===== config.mk =====
export PLATFORM = sky130hd
export DESIGN_NAME = nand_apb_regs
export DESIGN_NICKNAME = d
export VERILOG_FILES = /design/src/rtl/nand_apb_regs.sv
export SDC_FILE = /design/constraint.sdc
export NUM_CORES = 1
export LEC_CHECK = 0
export ABC_AREA = 1
export ABC_CLOCK_PERIOD_IN_PS = 2900
export CORE_MARGIN = 2
export CORE_UTILIZATION = 48
export DETAILED_ROUTE_END_ITERATION = 16
export PLACE_DENSITY = 0.81
export SETUP_SLACK_MARGIN = 0.3
export SLEW_MARGIN = 20
export SYNTH_ARGS = -nofsm -noshare
export SYNTH_HDL_FRONTEND = slang
export SYNTH_SLANG_ARGS = --single-unit

===== constraint.sdc =====
create_clock -name P_clk -period 2.9 [get_ports P_clk]
set_clock_uncertainty 0.15 [all_clocks]
set_input_delay 0.725 -clock P_clk [delete_from_list [all_inputs] [get_ports P_clk]]
set_output_delay 0.725 -clock P_clk [all_outputs]
set_load 0.01 [all_outputs]

===== src/rtl/nand_apb_regs.sv =====
// APB register file feeding the NAND command FSM: holds the operation descriptor,
// runs the start handshake, tracks completion/timeout and raises the interrupt.
module nand_apb_regs #(
  parameter logic [31:0] ID_VALUE    = 32'h4E46_0001,
  parameter logic [19:0] TIMEOUT_CYC = 20'd1000000
) (
  input  logic        P_clk,
  input  logic        P_nrst,
  input  logic        P_sel,
  input  logic        P_enable,
  input  logic        P_write,
  input  logic [4:0]  P_addr,
  input  logic [31:0] P_wdata,
  output logic [31:0] P_rdata,
  output logic        P_ready,
  output logic        P_slverr,
  output logic [15:0] C_Cmd,
  output logic [39:0] C_Addr,
  output logic [7:0]  C_Length,
  output logic [1:0]  C_Op,
  output logic        C_Start,
  input  logic        C_Ready,
  input  logic        C_Done,
  input  logic [7:0]  C_Status,
  output logic        C_Abort,
  output logic        IRQ
);

  typedef enum logic [1:0] {S_IDLE, S_REQ, S_WAIT} state_t;
  state_t state, state_nxt;

  logic [15:0] cmd;
  logic [39:0] addr;
  logic [7:0]  len;
  logic [1:0]  op;
  logic        ie;
  logic        done, err, tmo;
  logic [7:0]  stat;
  logic [19:0] cnt, cnt_nxt;
  logic        abort, irq;

  logic [2:0]  idx;
  logic        acc, wr, busy, ro_err, busy_err, wr_ok;
  logic        go_launch, go_busy, hs, done_set, tmo_hit, sts_clr;
  logic        unused_addr_lsb;

  assign idx             = P_addr[4:2];
  assign unused_addr_lsb = ^P_addr[1:0];
  assign acc             = P_sel & P_enable;
  assign wr              = acc & P_write;
  assign busy            = (state != S_IDLE);
  assign cnt_nxt         = cnt + 20'd1;

  always_comb begin
    ro_err   = (idx == 3'd6) || ((idx == 3'd5) && (P_wdata[3:1] == 3'b000));
    busy_err = busy && (idx <= 3'd4);
  end

  assign P_ready   = 1'b1;
  assign P_slverr  = acc & ((idx == 3'd7) | (P_write & (ro_err | busy_err)));
  assign wr_ok     = wr & ~P_slverr;
  assign go_launch = wr_ok & (idx == 3'd4) & P_wdata[0];
  assign go_busy   = wr & busy & (idx == 3'd4) & P_wdata[0];
  assign sts_clr   = wr_ok & (idx == 3'd5);
  assign hs        = (state == S_REQ) & C_Ready;
  assign done_set  = (state == S_WAIT) & C_Done;
  // C_Done on the terminal count takes priority over the abort
  assign tmo_hit   = (state == S_WAIT) & ~C_Done & (TIMEOUT_CYC != '0) &
                     (cnt_nxt == TIMEOUT_CYC);

  always_ff @(posedge P_clk or negedge P_nrst) begin
    if (!P_nrst) state <= S_IDLE;
    else         state <= state_nxt;
  end

  always_comb begin
    state_nxt = state;
    case (state)
      S_IDLE:  if (go_launch) state_nxt = S_REQ;
      S_REQ:   if (hs) state_nxt = S_WAIT;
      S_WAIT:  if (done_set || tmo_hit) state_nxt = S_IDLE;
      default: state_nxt = S_IDLE;
    endcase
  end

  always_ff @(posedge P_clk or negedge P_nrst) begin
    if (!P_nrst) begin
      cmd   <= '0;
      addr  <= '0;
      len   <= '0;
      op    <= '0;
      ie    <= 1'b0;
      done  <= 1'b0;
      err   <= 1'b0;
      tmo   <= 1'b0;
      stat  <= '0;
      cnt   <= '0;
      abort <= 1'b0;
      irq   <= 1'b0;
    end else begin
      if (wr_ok) begin
        case (idx)
          3'd0: cmd        <= P_wdata[15:0];
          3'd1: addr[31:0] <= P_wdata;
          3'd2: addr[39:32] <= P_wdata[7:0];
          3'd3: len        <= P_wdata[7:0];
          3'd4: begin
            op <= P_wdata[2:1];
            ie <= P_wdata[3];
          end
          default: ;
        endcase
      end
      if (hs)                     cnt <= '0;
      else if (state == S_WAIT)   cnt <= cnt_nxt;
      if (done_set) stat <= C_Status;
      // hardware set beats a coincident software clear
      done  <= done_set | (done & ~(sts_clr & P_wdata[1]));
      err   <= tmo_hit | go_busy | (err & ~(sts_clr & P_wdata[2]));
      tmo   <= tmo_hit | (tmo & ~(sts_clr & P_wdata[3]));
      abort <= tmo_hit;
      irq   <= ie & (done | err);
    end
  end

  always_comb begin
    P_rdata = '0;
    if (acc && !P_write) begin
      case (idx)
        3'd0:    P_rdata = {16'h0, cmd};
        3'd1:    P_rdata = addr[31:0];
        3'd2:    P_rdata = {24'h0, addr[39:32]};
        3'd3:    P_rdata = {24'h0, len};
        3'd4:    P_rdata = {28'h0, ie, op, 1'b0};
        3'd5:    P_rdata = {16'h0, stat, 4'h0, tmo, err, done, busy};
        3'd6:    P_rdata = ID_VALUE;
        default: P_rdata = '0;
      endcase
    end
  end

  assign C_Cmd    = cmd;
  assign C_Addr   = addr;
  assign C_Length = len;
  assign C_Op     = op;
  assign C_Start  = (state == S_REQ);
  assign C_Abort  = abort;
  assign IRQ      = irq;

endmodule


==> key figures <==
Run status
  – Outcome: complete, no violations

Place
  – I/O Buffers: 151
  – Pre-CTS setup slack: -0.625 ns
  – RD Place Congestion: a little over 0.9
  – Hpwl dp: ~12000 um

Floorplan
  – Area enclosed by the die boundary: 11800 um^2
  – Total core area: ~11000 um^2
  – Chip Width: between 100 and 150 um
  – I/O pin total: 155
  – Placement row count: 38
  – Die boundary height: 108 um
  – Initial cell density of the core: roughly 49%

Clock network
  – Clock network latency to the later pin of the worst-skew pair: approximately 0.37 ns
  – Hold Buf Count CTS: 0
  – CTS Buf Count: 9
  – Max Buffers Root-to-Sink: 2
  – CTS HTree Levels: 3
  – CTS tree: done
  – Reg clk slew, reported paths: about 0.10 ns
  – TritonCTS sink count: 102
  – Clock root cell: sky130_fd_sc_hd__clkbuf_8

Yosys
  – Top-area cell type share of the netlist area: between 40% and 50%
  – Prevailing post-synth register cell: sky130_fd_sc_hd__dfrtp_1
  – Post-Synthesis Cell Area: 5240 um^2
  – YS warnings: 0
  – Cells taking the most area after synthesis: sky130_fd_sc_hd__dfrtp_1 (49%), sky130_fd_sc_hd__nand2_1 (11%), sky130_fd_sc_hd__inv_1 (6.3%)
  – Cell taking the most area after synthesis: sky130_fd_sc_hd__dfrtp_1
  – Post-Syn Instances: 652
  – Post-Syn Area per Cell: 8.03 um^2
  – Sequential cell area fraction in the yosys report: around half
  – Number of flops mapped to enable cells by yosys: 0
  – Fraction of registers with async set/reset: 100%
  – Synth cell types: 33
  – Mapped Nets: 705
  – Number of register bits inferred by synthesis: a little over 100

Cells and area
  – Number of inserted diodes: 0
  – Share of post-route cells with drive strength above 1: 27.6%
  – Final Net Count: 921
  – Number of inserted filler cells in the final layout: approximately 760
  – Storage element area: 2550 um^2
  – Area used by multi-input combinational logic: 2450 um^2
  – Layout-stage area growth over the synthesis result: 50.4%

Detailed routing
  – Count of routing violations after the opening detailed-route iteration: 489
  – Routed wirelength normalized by instance count: 18.1 um
  – Total detailed-routing wirelength: 18400 um
  – Detailed Routing Iterations Pass 1: 5
  – Via count normalized by instance count: 5.60
  – Via count of the routed design: 5671
  – DRC viols: 0
  – Post-route antenna net violation count: 0

STA
  – Final cycle utilization of the critical path: 95.5%
  – Rel. slew slack: ~60%
  – Fin Hold WS: 0.106 ns
  – PnR worst setup slack: 0.130 ns
  – Unrepaired setup endpoints after global routing: yes
  – Maximum clock frequency: between 300 and 400 MHz
  – Slew @ Worst Pin: 0.595 ns
  – Number of slew-limit violations in the final report: 0
  – Number of hold violations in the final report: 0
  – Final critical delay including setup and external delays: 2.77 ns
  – Number of failing setup endpoints in the final timing report: 0

Setup path
  – Top delay family on crit path: buffers and inverters
  – Slowest stage delay, CP: 0.18 ns
  – Critical setup path kind: primary input to primary output
  – CP endpoint kind: primary output
  – Most numerous cell on the critical path: sky130_fd_sc_hd__a21oi_1
  – Worst path arrival time: 1.90 ns
  – Worst path bufs/invs: 5
  – Nature of the critical path startpoint: primary input
  – CP cell instances: buf_8, inv_2, nand3_4, buf_12, buf_16, o22ai_1, a21oi_1, a21oi_1, buf_2
  – Critical Path Slowest Stage Cell: sky130_fd_sc_hd__a21oi_1
  – Maximum fanout count along the critical path: 5
  – Data required time at the worst endpoint: approximately 2.0 ns

Min path
  – Hold/Removal Path Class: primary input to async pin

Flow run
  – Max-capacitance violation count: 0

Global route
  – Overall track demand over capacity in global routing: 30.4%
  – Initial antenna violation count: 0
  – Vias in the first global route: 5599
  – Sum of overflow across all layers after global routing: 0
  – Maximum number of pins on one net before global-route repair: 53
  – Global-route wire length before repair: 27700 um

Power and ir drop
  – Internal power summed over all cells: 0.00306 W
  – Net Sw Power: 0.00168 W
  – Leakage dissipation: 3.73 nW
  – Portion of total power attributed to the clock network: 19.3%
  – Net Sw Frac: 35.5%
  – Gate power share: a little over a third
  – Part of the power in registers: 44.4%
  – Maximum vdd ir drop: 0.344 mV
  – Power per standard cell area: ~600 nW/um^2
[power by group through the flow]
| stage | logic (W) | clock network, W | registers (W) |
|---|---|---|---|
| after CTS | 0.00165 | 0.000915 | 0.00207 |
| after global routing | 0.00189 | 0.000979 | 0.00214 |
| after floorplan | 0.000672 | 0 | 0.00215 |
| final | 0.00172 | 0.000914 | 0.00210 |
| after detailed placement | 0.00159 | 0 | 0.00210 |
| after global placement | 0.00154 | 0 | 0.00208 |
[metrics by stage]
step	setup TNS [ns]	util (%)	total power (W)	instance area, um^2	instances
global placement	-19.68	67.4	0.00362	7250	966
global route	0	73.3	0.00501	7880	1012
floorplan	0	-	0.00282	5250	652
detailed placement	-22.48	67.4	0.00369	7250	966
CTS	0	71.5	0.00464	7680	1006
finish	0	73.3	0.00474	7880	1012
[layer usage]
layer	share of wire, %	vias to the layer above	wire length (um)	GRT usage, %
li1	-	2549	-	-
met1	38	2742	7010	36.6
met2	51	306	9290	51.0
met3	7.3	74	1340	6.03
met4	3.9	0	717	17.0
met5	0	-	0	0
[cell type report]
class                      count  area share [%]
inverter                      91            4.45
sequential                   102            32.4
tap                          140            2.22
timing repair buffer         230            27.3
timing repair inverter         1          0.0953
clock inverter                 4           0.604
multi-input combinational    433            31.1
clock buffer                  11            1.79
[repair_timing]
item                                    4_1_cts  5_1_grt
pin swaps                                    16       13
buffers inserted                             22        6
endpoints found under the setup margin       38       35
cloned                                        3        0
gates resized for setup                     203       42
[cells by family (layout without fill, tap and decap cells)]
| kind of cell | Yosys count | in the layout | synth area share (%) |
|---|---|---|---|
| buf+inv | 117 | 337 | 9.72 |
| other cells | 1 | 1 | 0.0716 |
| simple gates | 273 | 273 | 22.4 |
| mux | 8 | 8 | 1.72 |
| compound gates | 150 | 150 | 17.1 |
| fa+ha+maj | 1 | 1 | 0.239 |
| flops | 102 | 102 | 48.7 |
[registers in the layout, summed over array words and instances (netlist names), 2 cells and up]
signal / cells
C_Addr: 40
C_Op: 2
stat: 8
C_Cmd: 16
C_Length: 8
state: 2
cnt: 20
[worst register-to-register path: stages, from the launching register on]
cell and delay, ns:
sky130_fd_sc_hd__dfrtp_1 0.40, sky130_fd_sc_hd__nor2_2 0.22, sky130_fd_sc_hd__o21ai_2 0.10, sky130_fd_sc_hd__nor2_2 0.16
sky130_fd_sc_hd__nor2_2 0.07, sky130_fd_sc_hd__nor2_2 0.12, sky130_fd_sc_hd__buf_4 0.13, sky130_fd_sc_hd__buf_4 0.09
sky130_fd_sc_hd__buf_4 0.10, sky130_fd_sc_hd__nand2_2 0.07, sky130_fd_sc_hd__buf_12 0.17, sky130_fd_sc_hd__nor2_8 0.15
sky130_fd_sc_hd__buf_12 0.19, sky130_fd_sc_hd__nand2_1 0.09, sky130_fd_sc_hd__o21ai_0 0.10
[cell usage in the layout, fill, tap and decap left out, types with 11 or more instances in the layout]
cell | netlist | final
sky130_fd_sc_hd__nand3_1 | 31 | 28
sky130_fd_sc_hd__clkdlybuf4s50_1 | 0 | 107
sky130_fd_sc_hd__o21ai_2 | 20 | 21
sky130_fd_sc_hd__nand2_2 | 12 | 15
sky130_fd_sc_hd__nand2_1 | 154 | 151
sky130_fd_sc_hd__buf_12 | 1 | 11
sky130_fd_sc_hd__buf_4 | 3 | 60
sky130_fd_sc_hd__dfrtp_1 | 102 | 102
sky130_fd_sc_hd__nor2_1 | 52 | 47
sky130_fd_sc_hd__a21oi_1 | 26 | 18
sky130_fd_sc_hd__inv_1 | 88 | 78
sky130_fd_sc_hd__buf_2 | 4 | 31
sky130_fd_sc_hd__o22ai_2 | 0 | 13
sky130_fd_sc_hd__o21ai_0 | 65 | 63
[Yosys cell counts, types with 2 or more instances]
cell / n
sky130_fd_sc_hd__dfrtp_1: 102
sky130_fd_sc_hd__o22ai_1: 25
sky130_fd_sc_hd__o21a_1: 6
sky130_fd_sc_hd__buf_2: 4
sky130_fd_sc_hd__buf_8: 2
sky130_fd_sc_hd__nand2_1: 154
sky130_fd_sc_hd__inv_2: 3
sky130_fd_sc_hd__nand2_2: 12
sky130_fd_sc_hd__nor2_1: 52
sky130_fd_sc_hd__nor2_2: 5
sky130_fd_sc_hd__nor3_1: 10
sky130_fd_sc_hd__buf_6: 2
sky130_fd_sc_hd__buf_1: 2
sky130_fd_sc_hd__o21ai_2: 20
sky130_fd_sc_hd__nand4_1: 5
sky130_fd_sc_hd__nand3_1: 31
sky130_fd_sc_hd__buf_4: 3
sky130_fd_sc_hd__mux2_2: 8
sky130_fd_sc_hd__a221oi_1: 4
sky130_fd_sc_hd__a21oi_1: 26
sky130_fd_sc_hd__o21ai_0: 65
sky130_fd_sc_hd__inv_1: 88
sky130_fd_sc_hd__clkbuf_1: 12
sky130_fd_sc_hd__nor2_8: 2
[path summary, 6_finish.rpt]
check	startpoint	to	slack, ns	depth (start not counted)
min	P_nrst	C_Addr[1]	0.11	1
max reg2reg	state[0]	C_Addr[1]	0.49	14
max	P_addr[3]	P_rdata[2]	0.13	9
min reg2reg	stat[5]	stat[5]	0.37	1
max in group asynchronous	P_nrst	stat[1]	1.82	2
min in group P_clk	stat[5]	stat[5]	0.37	1
(Power assumes the default switching activity.)
